--- src/rtl/axi_lite_arbiter_if.sv ---
// AXI4-Lite master bus shared by the two requesters of axi_lite_arbiter.
// The master modport is the arbiter side, the slave modport the interconnect side.
interface axi_lite_arbiter_if #(
    parameter int ADDR_W = 32
) ();
    logic [ADDR_W-1:0] araddr;
    logic              arvalid;
    logic [2:0]        arprot;
    logic              arready;
    logic [31:0]       rdata;
    logic [1:0]        rresp;
    logic              rvalid;
    logic              rready;
    logic [ADDR_W-1:0] awaddr;
    logic              awvalid;
    logic [2:0]        awprot;
    logic              awready;
    logic [31:0]       wdata;
    logic [3:0]        wstrb;
    logic              wvalid;
    logic              wready;
    logic [1:0]        bresp;
    logic              bvalid;
    logic              bready;

    modport master (
        output araddr, arvalid, arprot, rready,
        output awaddr, awvalid, awprot, wdata, wstrb, wvalid, bready,
        input  arready, rdata, rresp, rvalid,
        input  awready, wready, bresp, bvalid
    );

    modport slave (
        input  araddr, arvalid, arprot, rready,
        input  awaddr, awvalid, awprot, wdata, wstrb, wvalid, bready,
        output arready, rdata, rresp, rvalid,
        output awready, wready, bresp, bvalid
    );
endinterface

--- src/rtl/axi_lite_arbiter.sv ---
// Two-port request/ack front end that arbitrates for one AXI4-Lite master port and
// sequences a complete read (AR->R) or write (AW+W->B) transaction per grant.
module axi_lite_arbiter #(
    parameter int ADDR_W      = 32,
    parameter int ROUND_ROBIN = 1
) (
    input  logic              clk,
    input  logic              rst,
    input  logic              m0_req,
    input  logic              m0_we,
    input  logic [ADDR_W-1:0] m0_addr,
    input  logic [31:0]       m0_wdata,
    input  logic [3:0]        m0_wstrb,
    output logic              m0_ack,
    output logic [31:0]       m0_rdata,
    output logic              m0_err,
    input  logic              m1_req,
    input  logic              m1_we,
    input  logic [ADDR_W-1:0] m1_addr,
    input  logic [31:0]       m1_wdata,
    input  logic [3:0]        m1_wstrb,
    output logic              m1_ack,
    output logic [31:0]       m1_rdata,
    output logic              m1_err,
    axi_lite_arbiter_if.master axi
);
    localparam logic [2:0] IDLE  = 3'd0;
    localparam logic [2:0] RADDR = 3'd1;
    localparam logic [2:0] RDATA = 3'd2;
    localparam logic [2:0] WRITE = 3'd3;
    localparam logic [2:0] RESP  = 3'd4;
    localparam logic [2:0] DONE  = 3'd5;

    localparam logic [ADDR_W-1:0] WORD_MASK = {{(ADDR_W-2){1'b1}}, 2'b00};

    function automatic logic [ADDR_W-1:0] align_word(input logic [ADDR_W-1:0] a);
        return a & WORD_MASK;
    endfunction

    logic [2:0]        state;
    logic              last_grant;
    logic              gnt;
    logic              aw_done;
    logic              w_done;

    logic              gnt_vld;
    logic              gnt_sel;
    logic              sel_we;
    logic [ADDR_W-1:0] sel_addr;
    logic [31:0]       sel_wdata;
    logic [3:0]        sel_wstrb;
    logic              aw_fire;
    logic              w_fire;

    // On contention the round-robin choice is simply the port that did not win last time.
    always_comb begin
        gnt_vld = m0_req | m1_req;
        gnt_sel = m1_req;
        if (m0_req && m1_req) begin
            gnt_sel = (ROUND_ROBIN != 0) ? ~last_grant : 1'b1;
        end
        sel_we    = gnt_sel ? m1_we    : m0_we;
        sel_addr  = gnt_sel ? m1_addr  : m0_addr;
        sel_wdata = gnt_sel ? m1_wdata : m0_wdata;
        sel_wstrb = gnt_sel ? m1_wstrb : m0_wstrb;
    end

    assign aw_fire = axi.awvalid & axi.awready;
    assign w_fire  = axi.wvalid  & axi.wready;

    always_ff @(posedge clk) begin
        if (rst) begin
            state       <= IDLE;
            last_grant  <= 1'b1;
            gnt         <= 1'b0;
            aw_done     <= 1'b0;
            w_done      <= 1'b0;
            axi.araddr  <= '0;
            axi.arvalid <= 1'b0;
            axi.arprot  <= 3'b000;
            axi.rready  <= 1'b0;
            axi.awaddr  <= '0;
            axi.awvalid <= 1'b0;
            axi.awprot  <= 3'b000;
            axi.wdata   <= '0;
            axi.wstrb   <= '0;
            axi.wvalid  <= 1'b0;
            axi.bready  <= 1'b0;
            m0_ack      <= 1'b0;
            m0_err      <= 1'b0;
            m0_rdata    <= '0;
            m1_ack      <= 1'b0;
            m1_err      <= 1'b0;
            m1_rdata    <= '0;
        end else begin
            case (state)
                IDLE: begin
                    if (gnt_vld) begin
                        gnt        <= gnt_sel;
                        last_grant <= gnt_sel;
                        if (sel_we) begin
                            axi.awaddr  <= align_word(sel_addr);
                            axi.wdata   <= sel_wdata;
                            axi.wstrb   <= sel_wstrb;
                            axi.awvalid <= 1'b1;
                            axi.wvalid  <= 1'b1;
                            aw_done     <= 1'b0;
                            w_done      <= 1'b0;
                            state       <= WRITE;
                        end else begin
                            axi.araddr  <= align_word(sel_addr);
                            axi.arvalid <= 1'b1;
                            state       <= RADDR;
                        end
                    end
                end
                RADDR: begin
                    if (axi.arready) begin
                        axi.arvalid <= 1'b0;
                        axi.rready  <= 1'b1;
                        state       <= RDATA;
                    end
                end
                RDATA: begin
                    if (axi.rvalid) begin
                        axi.rready <= 1'b0;
                        if (gnt) begin
                            m1_rdata <= axi.rdata;
                            m1_err   <= (axi.rresp != 2'b00);
                            m1_ack   <= 1'b1;
                        end else begin
                            m0_rdata <= axi.rdata;
                            m0_err   <= (axi.rresp != 2'b00);
                            m0_ack   <= 1'b1;
                        end
                        state <= DONE;
                    end
                end
                // AW and W complete independently; either may finish first or both together.
                WRITE: begin
                    if (aw_fire) begin
                        axi.awvalid <= 1'b0;
                        aw_done     <= 1'b1;
                    end
                    if (w_fire) begin
                        axi.wvalid <= 1'b0;
                        w_done     <= 1'b1;
                    end
                    if ((aw_done || aw_fire) && (w_done || w_fire)) begin
                        aw_done    <= 1'b0;
                        w_done     <= 1'b0;
                        axi.bready <= 1'b1;
                        state      <= RESP;
                    end
                end
                RESP: begin
                    if (axi.bvalid) begin
                        axi.bready <= 1'b0;
                        if (gnt) begin
                            m1_err <= (axi.bresp != 2'b00);
                            m1_ack <= 1'b1;
                        end else begin
                            m0_err <= (axi.bresp != 2'b00);
                            m0_ack <= 1'b1;
                        end
                        state <= DONE;
                    end
                end
                // Requests are not sampled here, so a requester still holding req in its
                // ack cycle is not granted a second time.
                DONE: begin
                    m0_ack <= 1'b0;
                    m1_ack <= 1'b0;
                    state  <= IDLE;
                end
                default: state <= IDLE;
            endcase
        end
    end
endmodule

--- src/flat_wrapper.sv ---
// flat-port wrapper written by rule: the top's interface ports become plain ports
module axi_lite_arbiter_flat 
#(
    parameter int ADDR_W      = 32,
    parameter int ROUND_ROBIN = 1
)
  (clk, rst, m0_req, m0_we, m0_addr, m0_wdata, m0_wstrb, m0_ack, m0_rdata, m0_err, m1_req, m1_we, m1_addr, m1_wdata, m1_wstrb, m1_ack, m1_rdata, m1_err, axi_araddr, axi_arvalid, axi_arprot, axi_rready, axi_awaddr, axi_awvalid, axi_awprot, axi_wdata, axi_wstrb, axi_wvalid, axi_bready, axi_arready, axi_rdata, axi_rresp, axi_rvalid, axi_awready, axi_wready, axi_bresp, axi_bvalid);
  axi_lite_arbiter_if #(.ADDR_W(ADDR_W)) axi_i ();
  input  logic clk;
  input  logic rst;
  input  logic m0_req;
  input  logic m0_we;
  input  logic [ADDR_W-1:0] m0_addr;
  input  logic [31:0] m0_wdata;
  input  logic [3:0] m0_wstrb;
  output logic m0_ack;
  output logic [31:0] m0_rdata;
  output logic m0_err;
  input  logic m1_req;
  input  logic m1_we;
  input  logic [ADDR_W-1:0] m1_addr;
  input  logic [31:0] m1_wdata;
  input  logic [3:0] m1_wstrb;
  output logic m1_ack;
  output logic [31:0] m1_rdata;
  output logic m1_err;
  output wire logic [$bits(axi_i.araddr)-1:0] axi_araddr;
  output wire logic [$bits(axi_i.arvalid)-1:0] axi_arvalid;
  output wire logic [$bits(axi_i.arprot)-1:0] axi_arprot;
  output wire logic [$bits(axi_i.rready)-1:0] axi_rready;
  output wire logic [$bits(axi_i.awaddr)-1:0] axi_awaddr;
  output wire logic [$bits(axi_i.awvalid)-1:0] axi_awvalid;
  output wire logic [$bits(axi_i.awprot)-1:0] axi_awprot;
  output wire logic [$bits(axi_i.wdata)-1:0] axi_wdata;
  output wire logic [$bits(axi_i.wstrb)-1:0] axi_wstrb;
  output wire logic [$bits(axi_i.wvalid)-1:0] axi_wvalid;
  output wire logic [$bits(axi_i.bready)-1:0] axi_bready;
  input wire logic [$bits(axi_i.arready)-1:0] axi_arready;
  input wire logic [$bits(axi_i.rdata)-1:0] axi_rdata;
  input wire logic [$bits(axi_i.rresp)-1:0] axi_rresp;
  input wire logic [$bits(axi_i.rvalid)-1:0] axi_rvalid;
  input wire logic [$bits(axi_i.awready)-1:0] axi_awready;
  input wire logic [$bits(axi_i.wready)-1:0] axi_wready;
  input wire logic [$bits(axi_i.bresp)-1:0] axi_bresp;
  input wire logic [$bits(axi_i.bvalid)-1:0] axi_bvalid;
  assign axi_araddr = axi_i.araddr;
  assign axi_arvalid = axi_i.arvalid;
  assign axi_arprot = axi_i.arprot;
  assign axi_rready = axi_i.rready;
  assign axi_awaddr = axi_i.awaddr;
  assign axi_awvalid = axi_i.awvalid;
  assign axi_awprot = axi_i.awprot;
  assign axi_wdata = axi_i.wdata;
  assign axi_wstrb = axi_i.wstrb;
  assign axi_wvalid = axi_i.wvalid;
  assign axi_bready = axi_i.bready;
  assign axi_i.arready = axi_arready;
  assign axi_i.rdata = axi_rdata;
  assign axi_i.rresp = axi_rresp;
  assign axi_i.rvalid = axi_rvalid;
  assign axi_i.awready = axi_awready;
  assign axi_i.wready = axi_wready;
  assign axi_i.bresp = axi_bresp;
  assign axi_i.bvalid = axi_bvalid;
  axi_lite_arbiter #(.ADDR_W(ADDR_W), .ROUND_ROBIN(ROUND_ROBIN)) u_core (.clk(clk), .rst(rst), .m0_req(m0_req), .m0_we(m0_we), .m0_addr(m0_addr), .m0_wdata(m0_wdata), .m0_wstrb(m0_wstrb), .m0_ack(m0_ack), .m0_rdata(m0_rdata), .m0_err(m0_err), .m1_req(m1_req), .m1_we(m1_we), .m1_addr(m1_addr), .m1_wdata(m1_wdata), .m1_wstrb(m1_wstrb), .m1_ack(m1_ack), .m1_rdata(m1_rdata), .m1_err(m1_err), .axi(axi_i));
endmodule
--- config.mk ---
export PLATFORM = sky130hd
export DESIGN_NAME = axi_lite_arbiter_flat
export DESIGN_NICKNAME = d
export VERILOG_FILES = /design/src/rtl/axi_lite_arbiter_if.sv /design/src/rtl/axi_lite_arbiter.sv /design/src/flat_wrapper.sv
export SDC_FILE = /design/constraint.sdc
export NUM_CORES = 1
export LEC_CHECK = 0
export ABC_AREA = 1
export ABC_CLOCK_PERIOD_IN_PS = 2700
export BUFFER_PORTS_ARGS = -buffer_cell sky130_fd_sc_hd__clkbuf_2
export CAP_MARGIN = 40
export CORE_AREA = 4 4 139 141
export DETAILED_ROUTE_END_ITERATION = 10
export DIE_AREA = 0 0 143 145
export HOLD_SLACK_MARGIN = 0.08
export MAX_ROUTING_LAYER = met4
export PLACE_DENSITY = 0.77
export SLEW_MARGIN = 15
export SYNTH_ARGS = -nofsm -noshare
export SYNTH_HDL_FRONTEND = slang
export SYNTH_SLANG_ARGS = --single-unit
--- constraint.sdc ---
create_clock -name clk -period 2.7 [get_ports clk]
set_input_delay 0.135 -clock clk [delete_from_list [all_inputs] [get_ports clk]]
set_output_delay 0.135 -clock clk [all_outputs]
set_load 0.02 [all_outputs]
==> impl_metrics.prom <==
# TYPE chip_impl_metric gauge
chip_impl_metric{name="clock_power_share",unit=""} 0.267
chip_impl_info{name="critical_path.top_delay_family",value="buffers and inverters"} 1
chip_impl_info{name="clock-root-buffer",value="sky130_fd_sc_hd__clkbuf_16"} 1
chip_impl_metric{name="power.static_leakage",unit="uW"} 0.00558
chip_impl_metric{name="rows",unit=""} 49
chip_impl_metric{name="synth-seq-area-share",unit=""} 0.473
chip_impl_info{name="tritoncts",value="built"} 1
chip_impl_metric{name="synthCells",unit=""} 1040
chip_impl_metric{name="clk_latency",unit="ns"} 0.42
chip_impl_metric{name="cts-root-to-sink-buffers",unit=""} 2
chip_impl_info{name="yosys-top-cells-area",value="sky130_fd_sc_hd__dfxtp_1 47%, sky130_fd_sc_hd__nand2_1 14%, sky130_fd_sc_hd__nor2_1 11%, sky130_fd_sc_hd__o21ai_0 6.6%, sky130_fd_sc_hd__o211a_1 4.0%"} 1
chip_impl_info{name="timing.critical_path.to_type",value="flop"} 1
chip_impl_metric{name="initial_core_util",unit=""} 0.415
chip_impl_metric{name="fin_setup_tns",unit="ns"} 0
chip_impl_metric{name="timing.critical_path.slowest_cell_delay",unit="ns"} 0.56
chip_impl_metric{name="gp_routability_congestion",unit=""} 0.898
chip_impl_metric{name="timing.clock.skew",unit="ns"} 0.0111
chip_impl_metric{name="timing.critical_path.fanout_max",unit=""} 66
chip_impl_metric{name="tritoncts.num_buffers",unit=""} 17
chip_impl_metric{name="synthesis.area",unit="um2"} 7450
chip_impl_metric{name="layout_worst_path_cycle_share",unit=""} 0.784
chip_impl_info{name="yosysTopAreaCell",value="sky130_fd_sc_hd__dfxtp_1"} 1
chip_impl_info{name="grt_setup_unrepaired",value="false"} 1
chip_impl_info{name="cp_common_cell",value="sky130_fd_sc_hd__nand2_1"} 1
chip_impl_metric{name="number_of_drc_violations_after_detailed_routing_iteration_0",unit=""} 531
chip_impl_metric{name="layout.nets",unit=""} 1622
chip_impl_info{name="crit_type",value="reg -> reg"} 1
chip_impl_metric{name="seq_power_share",unit=""} 0.360
chip_impl_info{name="cp_slowest_cell",value="sky130_fd_sc_hd__dlygate4sd3_1"} 1
chip_impl_metric{name="vdd.ir_drop.worst",unit="uV"} 561
chip_impl_metric{name="pin_count_of_the_biggest_net_entering_global_routing",unit=""} 69
chip_impl_metric{name="die_height",unit="um"} 145
chip_impl_info{name="startpoint_type",value="flop"} 1
chip_impl_metric{name="layout_min_cycle_time",unit="ns"} 2.12
chip_impl_metric{name="finalPower",unit="uW"} 9760
chip_impl_info{name="dominantRegCellSynth",value="sky130_fd_sc_hd__dfxtp_1"} 1
chip_impl_metric{name="switchingPower",unit="uW"} 3850
chip_impl_metric{name="crit_required",unit="ns"} 3.06
chip_impl_info{name="timing.hold.worst.class",value="in -> reg"} 1
chip_impl_metric{name="yosysWarningCount",unit=""} 0
chip_impl_metric{name="worst_ep_arrival_time",unit="ns"} 2.48
chip_impl_metric{name="slew_headroom",unit=""} 0.562
chip_impl_metric{name="routedWlPerCell",unit="um"} 15.1
chip_impl_metric{name="congestion_overflow_gr",unit=""} 0
chip_impl_metric{name="power_report.internal_total",unit="uW"} 5910
chip_impl_metric{name="setup_viol",unit=""} 0
chip_impl_metric{name="postSynthAreaPerCell",unit="um2"} 7.17
chip_impl_metric{name="finalInstanceArea",unit="um2"} 10800
chip_impl_info{name="status",value="completed"} 1
chip_impl_metric{name="placed_area",unit="um2"} 9250
chip_impl_metric{name="power.density",unit="nW/um2"} 907
chip_impl_metric{name="synth_edf_count",unit=""} 0
chip_impl_metric{name="remaining_drc_errors",unit=""} 0
chip_impl_metric{name="cts_h_tree_depth",unit=""} 4
chip_impl_metric{name="first_pass_grt_wire_length",unit="mm"} 39.8
chip_impl_metric{name="avg_vias_per_cell",unit=""} 4.98
chip_impl_metric{name="clk_pin_slew",unit="ns"} 0.07
chip_impl_metric{name="fp.coreArea",unit="um2"} 18000
chip_impl_metric{name="share_comb_of_total_power",unit=""} 0.373
chip_impl_metric{name="timing.critical_path.buf_inv",unit=""} 2
chip_impl_metric{name="synth_async_sr_flop_share",unit=""} 0
chip_impl_metric{name="1st_pass_router_iterations",unit=""} 8
chip_impl_metric{name="global_route_usage_sum",unit=""} 0.241
chip_impl_metric{name="worst-slew-pin-transition",unit="ns"} 0.654
chip_impl_metric{name="cap_violations",unit=""} 0
chip_impl_metric{name="overall_die_width",unit="um"} 143
chip_impl_metric{name="layout-drive-gt1-share",unit=""} 0.302
chip_impl_metric{name="achievable-frequency",unit="MHz"} 472
chip_impl_metric{name="synth_top_area_frac",unit=""} 0.473
chip_impl_metric{name="cts_num_sinks",unit=""} 176
chip_impl_metric{name="floorplan.die_area",unit="um2"} 20700
chip_impl_info{name="cp_cell_sequence",value="nand2_1, nand2_2, buf_4, nand2_1, nand2_1, dlygate4sd3_1, nor2_1, nor2_1"} 1
chip_impl_info{name="synth.most_common_cell",value="sky130_fd_sc_hd__nand2_1"} 1
chip_impl_metric{name="grt_antenna_before_repair",unit=""} 0
chip_impl_metric{name="ios",unit=""} 362
chip_impl_metric{name="detailed_place_hpwl",unit="mm"} 17.0
chip_impl_metric{name="postSynthRegisterBits",unit=""} 176
chip_impl_metric{name="syn2layout_area_growth",unit="%"} 44.4
chip_impl_metric{name="timing.final.hold_violations",unit=""} 0
chip_impl_metric{name="switching_share",unit=""} 0.394
chip_impl_metric{name="yosys.cell_types.count",unit=""} 26
chip_impl_metric{name="grt_pass1_vias",unit=""} 7844
chip_impl_metric{name="antenna_cells_inserted",unit=""} 0
chip_impl_metric{name="totalWireLength",unit="mm"} 25.4
chip_impl_metric{name="antenna_violating_nets_post_route",unit=""} 0
chip_impl_metric{name="io_buffers",unit=""} 347
chip_impl_info{name="synth_common_cells",value="275 x sky130_fd_sc_hd__nand2_1, 216 x sky130_fd_sc_hd__nor2_1, 176 x sky130_fd_sc_hd__dfxtp_1"} 1
chip_impl_metric{name="num_vias",unit=""} 8367
chip_impl_metric{name="slew_viol_final",unit=""} 0
[tightest hold or removal path: stages]
cell and delay [ns]:
sky130_fd_sc_hd__clkbuf_2 0.08, sky130_fd_sc_hd__nand2_1 0.05, sky130_fd_sc_hd__nand2_1 0.06, sky130_fd_sc_hd__nor2_1 0.04, sky130_fd_sc_hd__nor2_1 0.10
[power groups by stage]
| stage | Clock, uW | Sequential, uW | Combinational [uW] |
|---|---|---|---|
| after floorplan | 0 | 4170 | 1730 |
| after global placement | 0 | 3530 | 3370 |
| after detailed placement | 0 | 3560 | 3450 |
| after CTS | 2660 | 3510 | 3610 |
| after global routing | 2760 | 3570 | 3990 |
| final | 2610 | 3520 | 3640 |
[final timing paths]
check / start / to / slack (ns) / cells after the start
worst max-delay path: u_core.last_grant$_SDFFE_PP1P_ / u_core.axi.wdata[12]$_SDFFE_PP0P_ / 0.58 / 8
worst min-delay path: m0_wdata[31] / u_core.axi.wdata[31]$_SDFFE_PP0P_ / 0.09 / 5
worst max register to register: u_core.last_grant$_SDFFE_PP1P_ / u_core.axi.wdata[12]$_SDFFE_PP0P_ / 0.58 / 8
worst min register to register: u_core.m1_rdata[28]$_SDFFE_PP0P_ / u_core.m1_rdata[28]$_SDFFE_PP0P_ / 0.46 / 2
[per-stage QoR]
stage	util	instances	worst slack (ns)	hold WS (ns)
after floorplan	-	1049	1.30	0.270
after global placement	0.512	1558	0.777	0.379
after detailed placement	0.515	1560	0.757	0.384
after CTS	0.599	1681	0.696	0.0803
after global routing	0.599	1681	0.440	0.0921
final	0.599	1681	0.584	0.0861
[state kept, by name, indices dropped and copies added, names as in the netlist, 3 cells and up]
| name | cells |
|---|---|
| u_core.axi.wdata | 32 |
| u_core.m0_rdata | 32 |
| u_core.m1_rdata | 32 |
| u_core.axi.araddr | 30 |
| u_core.axi.awaddr | 30 |
| u_core.axi.wstrb | 4 |
| u_core.state | 3 |
[cell usage in the layout (no fill, tap or decap), drive strengths merged]
master and n:
a21oi 47, buf 13, bufinv 3, clkbuf 365, clkinv 4, clkinvlp 1, conb 10, dfxtp 176
dlygate4sd3 89, inv 33, nand2 279, nand3 43, nand3b 2, nor2 220, nor3 3, o211a 30
o21ai 103, or2 31
[area by class of cell]
type	instances	area, um2
Fill cell	1587	7200
Sequential cell	176	3520
Multi-Input combinational cell	768	3450
Timing Repair Buffer	449	2770
Clock buffer	18	429
Tap cell	229	287
Clock inverter	14	193
Inverter	27	104
[kinds of logic after synthesis]
kind of cell           count (synthesis)  share of synthesized area
AO/OA/AOI/OAI                        180                      0.143
buffers and inverters                105                     0.0685
flip-flops                           176                      0.473
other                                  1                   0.000503
AND/OR/NAND/NOR                      578                      0.316
[metal layers]
metal | global-route usage | wire length [um] | vias up
met5 | - | 0 | -
met1 | 0.276 | 9900 | 3788
met3 | 0.0510 | 1930 | 86
met4 | 0.109 | 1080 | 0
met2 | 0.402 | 12500 | 395
li1 | - | - | 4098
[what timing repair did]
item | 4_1_cts | 5_1_grt
endpoints found under the hold margin | 94 | 0
resized for setup | 0 | 0
setup buffers | 0 | 0
hold buffers | 89 | 0
Power figures use the tool's default switching activity.
